===== src/rtl/uart_bit_sampler_if.sv =====
// Bus bundle between the rx pin driver and the uart_bit_sampler receive front end.
// Define UART_BSC_PARITY_EN to add the parity_odd / parity_err signals.
interface uart_bit_sampler_if #(
  parameter int DATA_BITS = 8
);
  logic                 sample_en;
  logic                 rx;
  logic [DATA_BITS-1:0] data_out;
  logic                 data_valid;
  logic                 frame_err;
  logic                 busy;
`ifdef UART_BSC_PARITY_EN
  logic                 parity_odd;
  logic                 parity_err;

  modport master (
    output sample_en, rx, parity_odd,
    input  data_out, data_valid, frame_err, busy, parity_err
  );
  modport slave (
    input  sample_en, rx, parity_odd,
    output data_out, data_valid, frame_err, busy, parity_err
  );
`else
  modport master (
    output sample_en, rx,
    input  data_out, data_valid, frame_err, busy
  );
  modport slave (
    input  sample_en, rx,
    output data_out, data_valid, frame_err, busy
  );
`endif
endinterface


===== src/rtl/uart_bit_sampler.sv =====
// UART receive front end: oversampled start detect, 3-sample majority vote, framing.
// Optional parity bit checking is enabled by defining UART_BSC_PARITY_EN.
module uart_bit_sampler #(
  parameter int OVERSAMPLE  = 16,
  parameter int DATA_BITS   = 8,
  parameter int STOP_BITS   = 1,
  parameter int SYNC_STAGES = 2
) (
  input logic              clk,
  input logic              rst_n,
  uart_bit_sampler_if.slave bus
);
  localparam int SW = $clog2(OVERSAMPLE);
  localparam int BW = $clog2(DATA_BITS + 1);
  localparam logic [SW-1:0] MID_LO = SW'(OVERSAMPLE / 2 - 1);
  localparam logic [SW-1:0] MID    = SW'(OVERSAMPLE / 2);
  localparam logic [SW-1:0] MID_HI = SW'(OVERSAMPLE / 2 + 1);
  localparam logic [SW-1:0] LAST   = SW'(OVERSAMPLE - 1);

  typedef enum logic [2:0] {IDLE, START, DATA, PARITY, STOP} state_t;

  state_t               state, state_next;
  logic [SYNC_STAGES-1:0] sync;
  logic                 rx_s;
  logic [SW-1:0]        samp_cnt, samp_next;
  logic [BW-1:0]        bit_cnt;
  logic                 armed, v0, v1, vote, stop_bad;
  logic                 at_decide, at_wrap, data_done, last_stop;
  logic [DATA_BITS-1:0] shift, data_out;
  logic                 data_valid, frame_err;
`ifdef UART_BSC_PARITY_EN
  logic                 par_bit, par_bad, parity_err;
`endif

  always_ff @(posedge clk or negedge rst_n) begin
    if (!rst_n) sync <= '1;
    else        sync <= {sync[SYNC_STAGES-2:0], bus.rx};
  end

  assign rx_s      = sync[SYNC_STAGES-1];
  assign at_decide = bus.sample_en && (samp_cnt == MID_HI);
  assign at_wrap   = bus.sample_en && (samp_cnt == LAST);
  assign samp_next = (samp_cnt == LAST) ? '0 : samp_cnt + 1'b1;
  // The third sample is taken live on the decision tick rather than registered.
  assign vote      = (v0 & v1) | (v0 & rx_s) | (v1 & rx_s);
  assign data_done = (bit_cnt == BW'(DATA_BITS));
  assign last_stop = (bit_cnt == BW'(STOP_BITS - 1));
`ifdef UART_BSC_PARITY_EN
  assign par_bad   = ((^shift) ^ par_bit) != bus.parity_odd;
`endif

  always_ff @(posedge clk or negedge rst_n) begin
    if (!rst_n) state <= IDLE;
    else        state <= state_next;
  end

  always_comb begin
    state_next = state;
    case (state)
      IDLE:   if (bus.sample_en && !rx_s && armed) state_next = START;
      START:  if (at_decide && vote) state_next = IDLE;
              else if (at_wrap)      state_next = DATA;
`ifdef UART_BSC_PARITY_EN
      DATA:   if (at_wrap && data_done) state_next = PARITY;
      PARITY: if (at_wrap) state_next = STOP;
`else
      DATA:   if (at_wrap && data_done) state_next = STOP;
`endif
      STOP:   if (at_decide && last_stop) state_next = IDLE;
      default: state_next = IDLE;
    endcase
  end

  always_ff @(posedge clk or negedge rst_n) begin
    if (!rst_n) begin
      samp_cnt   <= '0;
      bit_cnt    <= '0;
      armed      <= 1'b1;
      v0         <= 1'b0;
      v1         <= 1'b0;
      shift      <= '0;
      stop_bad   <= 1'b0;
      data_out   <= '0;
      data_valid <= 1'b0;
      frame_err  <= 1'b0;
`ifdef UART_BSC_PARITY_EN
      par_bit    <= 1'b0;
      parity_err <= 1'b0;
`endif
    end else begin
      data_valid <= 1'b0;
      frame_err  <= 1'b0;
`ifdef UART_BSC_PARITY_EN
      parity_err <= 1'b0;
`endif
      if (bus.sample_en) begin
        if (samp_cnt == MID_LO) v0 <= rx_s;
        if (samp_cnt == MID)    v1 <= rx_s;
        case (state)
          IDLE: begin
            // The start tick itself is index 0, so the following tick is index 1.
            samp_cnt <= (!rx_s && armed) ? SW'(1) : '0;
            bit_cnt  <= '0;
            stop_bad <= 1'b0;
            if (rx_s) armed <= 1'b1;
          end
          START: samp_cnt <= (at_decide && vote) ? '0 : samp_next;
          DATA: begin
            samp_cnt <= samp_next;
            if (at_decide) begin
              shift   <= {vote, shift[DATA_BITS-1:1]};
              bit_cnt <= bit_cnt + 1'b1;
            end else if (at_wrap && data_done) begin
              bit_cnt <= '0;
            end
          end
`ifdef UART_BSC_PARITY_EN
          PARITY: begin
            samp_cnt <= samp_next;
            if (at_decide) par_bit <= vote;
          end
`endif
          STOP: begin
            if (at_decide && last_stop) begin
              samp_cnt <= '0;
              bit_cnt  <= '0;
              data_out <= shift;
              if (stop_bad || !vote) begin
                frame_err <= 1'b1;
                armed     <= 1'b0;
              end else begin
                data_valid <= 1'b1;
              end
`ifdef UART_BSC_PARITY_EN
              parity_err <= par_bad;
`endif
            end else begin
              samp_cnt <= samp_next;
              if (at_decide && !vote) stop_bad <= 1'b1;
              if (at_wrap) bit_cnt <= bit_cnt + 1'b1;
            end
          end
          default: samp_cnt <= '0;
        endcase
      end
    end
  end

  assign bus.data_out   = data_out;
  assign bus.data_valid = data_valid;
  assign bus.frame_err  = frame_err;
  assign bus.busy       = (state != IDLE);
`ifdef UART_BSC_PARITY_EN
  assign bus.parity_err = parity_err;
`endif
endmodule


===== src/flat_wrapper.sv =====
// flat-port wrapper written by rule: the top's interface ports become plain ports
module uart_bit_sampler_flat 
#(
  parameter int OVERSAMPLE  = 16,
  parameter int DATA_BITS   = 8,
  parameter int STOP_BITS   = 1,
  parameter int SYNC_STAGES = 2
)
  (clk, rst_n, bus_sample_en, bus_rx, bus_data_out, bus_data_valid, bus_frame_err, bus_busy);
  uart_bit_sampler_if #(.DATA_BITS(DATA_BITS)) bus_i ();
  input logic clk;
  input logic rst_n;
  input wire logic [$bits(bus_i.sample_en)-1:0] bus_sample_en;
  input wire logic [$bits(bus_i.rx)-1:0] bus_rx;
  output wire logic [$bits(bus_i.data_out)-1:0] bus_data_out;
  output wire logic [$bits(bus_i.data_valid)-1:0] bus_data_valid;
  output wire logic [$bits(bus_i.frame_err)-1:0] bus_frame_err;
  output wire logic [$bits(bus_i.busy)-1:0] bus_busy;
  assign bus_i.sample_en = bus_sample_en;
  assign bus_i.rx = bus_rx;
  assign bus_data_out = bus_i.data_out;
  assign bus_data_valid = bus_i.data_valid;
  assign bus_frame_err = bus_i.frame_err;
  assign bus_busy = bus_i.busy;
  uart_bit_sampler #(.OVERSAMPLE(OVERSAMPLE), .DATA_BITS(DATA_BITS), .STOP_BITS(STOP_BITS), .SYNC_STAGES(SYNC_STAGES)) u_core (.clk(clk), .rst_n(rst_n), .bus(bus_i));
endmodule

===== config.mk =====
export PLATFORM = sky130hd
export DESIGN_NAME = uart_bit_sampler_flat
export DESIGN_NICKNAME = d
export VERILOG_FILES = /design/src/rtl/uart_bit_sampler_if.sv /design/src/rtl/uart_bit_sampler.sv /design/src/flat_wrapper.sv
export SDC_FILE = /design/constraint.sdc
export NUM_CORES = 1
export LEC_CHECK = 0
export CELL_PAD_IN_SITES_DETAIL_PLACEMENT = 2
export CELL_PAD_IN_SITES_GLOBAL_PLACEMENT = 2
export CORE_ASPECT_RATIO = 1.1
export CORE_MARGIN = 3
export CORE_UTILIZATION = 34
export DETAILED_ROUTE_END_ITERATION = 8
export PLACE_DENSITY = 0.74
export SYNTH_ARGS = -nofsm -noshare
export SYNTH_HDL_FRONTEND = slang
export SYNTH_SLANG_ARGS = --single-unit

===== constraint.sdc =====
create_clock -name clk -period 2 [get_ports clk]
set_clock_uncertainty 0.2 [all_clocks]
set_input_delay 0.4 -clock clk [delete_from_list [all_inputs] [get_ports clk]]
set_output_delay 0.4 -clock clk [all_outputs]
set_load 0.005 [all_outputs]

==> results.sh <==
export IMPL_ys_seq_area_frac=0.520
export IMPL_synth_ff_type="dfrtp_1"
export IMPL_yosysTopAreaCell="dfrtp_1"
export IMPL_grt_max_degree=36
export IMPL_die_h_um=80.0
export IMPL_status="finished with violations"
export IMPL_final_nets=201
export IMPL_synth_cell_type_count=40
export IMPL_syn_area_per_cell_sq_um=11.6
export IMPL_yosysWarnings=0
export IMPL_track_usage=0.189
export IMPL_slew_violations=0
export IMPL_grt_pass1_wl_um=8270
export IMPL_p_leak_nw=1.12
export IMPL_antenna_cells=0
export IMPL_crit_path_max_fanout=5
export IMPL_htreeDepth=2
export IMPL_worstSetupStartpointType="flop"
export IMPL_cts_tree="done"
export IMPL_place_ws_ns=-0.373
export IMPL_grt_overflow=0
export IMPL_drcViolationCount=0
export IMPL_async_flop_share=1.00
export IMPL_grt_pass1_vias=1528
export IMPL_grt_setup_unrepaired="yes"
export IMPL_violations="setup timing"
export IMPL_finalHoldViolCount=0
export IMPL_io_buffers=14
export IMPL_synth_nets=155
export IMPL_final_setup_viol_count=4
export IMPL_wl_um=5110
export IMPL_routed_via_density=5.33
export IMPL_num_rows=26
export IMPL_min_path_type="flop to flop"
export IMPL_finalInstanceArea_sq_mm=0.00235
export IMPL_final_setup_tns_ns=-0.109
export IMPL_synth_edf_count=0
export IMPL_clock_sinks=35
export IMPL_crit_start="u_core.samp_cnt[1]"
export IMPL_clkTransAtPathRegs_ns=0.08
export IMPL_core_sq_mm=0.00472
export IMPL_yosysTopAreaCellShare=0.473
export IMPL_ir_drop_uv=513
export IMPL_place_area_sq_mm=0.00205
export IMPL_placed_cells=232
export IMPL_gp_congestion=0.839
export IMPL_synth_cells=146
export IMPL_instances_no_fill=249
export IMPL_required_ns=2.02
export IMPL_tightest_slew_ns=0.382
export IMPL_drtIter0Drc=47
export IMPL_ios=15
export IMPL_maxCapViolations=0
export IMPL_worstSetupPathType="flop to flop"
export IMPL_wl_per_cell_um=20.5
export IMPL_max_slew_margin=0.745
export IMPL_dieArea_sq_mm=0.00586
export IMPL_layout_worst_path_cycle_share=1.03
export IMPL_fillers=460
export IMPL_synthToLayoutAreaGrowth_pct=38.7
export IMPL_numCtsBuffers=5
export IMPL_hpwlAfterDp_um=3290
export IMPL_hp_start="u_core.sync[0]"
export IMPL_power_per_cell_area_mw_per_mm2=951
export IMPL_synth_area_sq_mm=0.00169
export IMPL_antenna_found_initial=0
export IMPL_clk_latency_ns=0.29
export IMPL_initial_core_util=0.359
export IMPL_endpoint_kind="flop"
export IMPL_drive_gt1_frac=0.440
export IMPL_drt_antenna_violating_nets=0
export IMPL_min_period_ns=2.06
export IMPL_ys_ff_latch=35
export IMPL_firstDrtPassIters=4
export IMPL_fmax_mhz=486
export IMPL_cts_root_buf="clkbuf_8"
export IMPL_via_count=1327
export IMPL_critPathArrivalTime_ns=2.08
export IMPL_die_w_um=73.3
export IMPL_fin_ws_ns=-0.0561
export IMPL_r2r_start="u_core.samp_cnt[1]"
export IMPL_clockBufferDepth=2
export IMPL_synthTopCellsByArea="dfrtp_1 47%, mux2_2 12%, dfstp_2 4.7%, ha_1 3.7%, a21oi_1 2.1%"
[final cells by class]
type,instances,area [sq um],area share
flip-flops and latches,35,881,0.375
clock buffers,6,82.6,0.0352
inverters,9,33.8,0.0144
repair buffers,44,375,0.160
well taps,56,70.1,0.0299
clock inverters,2,38.8,0.0165
multi-input cells,97,866,0.369
[final timing paths]
| path | end | slack [ns] | depth (start not counted) |
|---|---|---|---|
| setup / recovery | u_core.samp_cnt[2] | -0.06 | 7 |
| hold / removal | u_core.sync[1] | 0.16 | 0 |
| setup reg to reg | u_core.samp_cnt[2] | -0.06 | 7 |
| hold reg to reg | u_core.sync[1] | 0.16 | 0 |
| max in group asynchronous | u_core.sync[1] | 1.07 | 2 |
| min in group asynchronous | u_core.bit_cnt[1] | 0.28 | 2 |
[Yosys cell counts, types with 2 or more instances]
master / number
nor2b_1: 3
nand4b_1: 3
o22ai_1: 2
a21oi_1: 7
nor2_1: 6
inv_1: 9
o21ai_0: 3
mux2_2: 18
dfstp_2: 3
and3_1: 3
nand3_1: 7
nor3_1: 3
clkbuf_1: 4
nand2_1: 9
o21ai_2: 2
dfrtp_1: 32
a21o_1: 2
ha_1: 5
nand2b_1: 2
o31ai_1: 2
a22oi_1: 2
[stage by stage]
stage / hold WS, ns / power [W] / util
floorplan: -0.0956 / 0.00114 / -
global placement: 0.148 / 0.00137 / 0.435
detailed placement: 0.150 / 0.00141 / 0.435
CTS: 0.161 / 0.00217 / 0.482
global route: 0.164 / 0.00236 / 0.498
finish: 0.159 / 0.00223 / 0.498
[worst max-delay path, cell delays in order, from the launching register on]
cell       delay (ns)
dfrtp_1          0.40
inv_1            0.09
ha_1             0.21
and4b_1          0.25
a21o_1           0.22
o311a_4          0.36
o21ai_2          0.14
o2bb2ai_2        0.11
[flip-flops by register name, summed over array words and instances (netlist names)]
signal                 count
u_core.armed               1
u_core.bus.data_out        8
u_core.samp_cnt            4
u_core.stop_bad            1
u_core.state               3
u_core.v0                  1
u_core.v1                  1
u_core.bus.data_valid      1
u_core.bit_cnt             4
u_core.shift               8
u_core.sync                2
u_core.bus.frame_err       1
[layer usage]
| metal | up-vias | part of all wire | track usage |
|---|---|---|---|
| met4 | 0 | 0.0086 | 0.0572 |
| met2 | 16 | 0.52 | 0.309 |
| met5 | - | 0 | 0 |
| li1 | 625 | - | - |
| met3 | 5 | 0.022 | 0.0441 |
| met1 | 681 | 0.45 | 0.245 |
[cell usage in the layout, fill, tap and decap left out, types with 2 or more instances in the layout]
| cell | instances |
|---|---|
| clkdlybuf4s50_1 | 12 |
| dfstp_2 | 3 |
| and3_1 | 2 |
| a22oi_1 | 2 |
| nand2_1 | 8 |
| nand4b_1 | 3 |
| nand3_1 | 7 |
| clkbuf_8 | 6 |
| a21oi_1 | 5 |
| buf_4 | 29 |
| dfrtp_1 | 31 |
| a21o_1 | 2 |
| o31ai_1 | 2 |
| nor2b_1 | 2 |
| nor2_1 | 5 |
| inv_2 | 2 |
| o22ai_1 | 2 |
| nor3_1 | 2 |
| mux2_2 | 18 |
| inv_1 | 7 |
| o21ai_0 | 2 |
| ha_1 | 3 |
[repair_timing]
item                                    in CTS  in global routing
endpoints found under the setup margin      19                 22
hold buffers                                 0                  0
setup buffers                                5                  4
resized for setup                           15                 13
pin swaps                                    2                  3
[power by group]
part           total [W]  internal [W]  switching [W]
Combinational   0.000685      0.000337       0.000348
Sequential      0.000853      0.000775      0.0000788
Clock           0.000694      0.000410       0.000284
Total            0.00223       0.00152       0.000711
[cell families after synthesis]
kind of cell,after synthesis,synth area share
AO/OA/AOI/OAI,29,0.133
multiplexers,19,0.126
AND/OR/NAND/NOR,43,0.146
adder cells (fa/ha/maj),6,0.0436
flip-flops,35,0.520
buffers and inverters,14,0.0318
No activity file was read; power rests on OpenSTA's default activity.
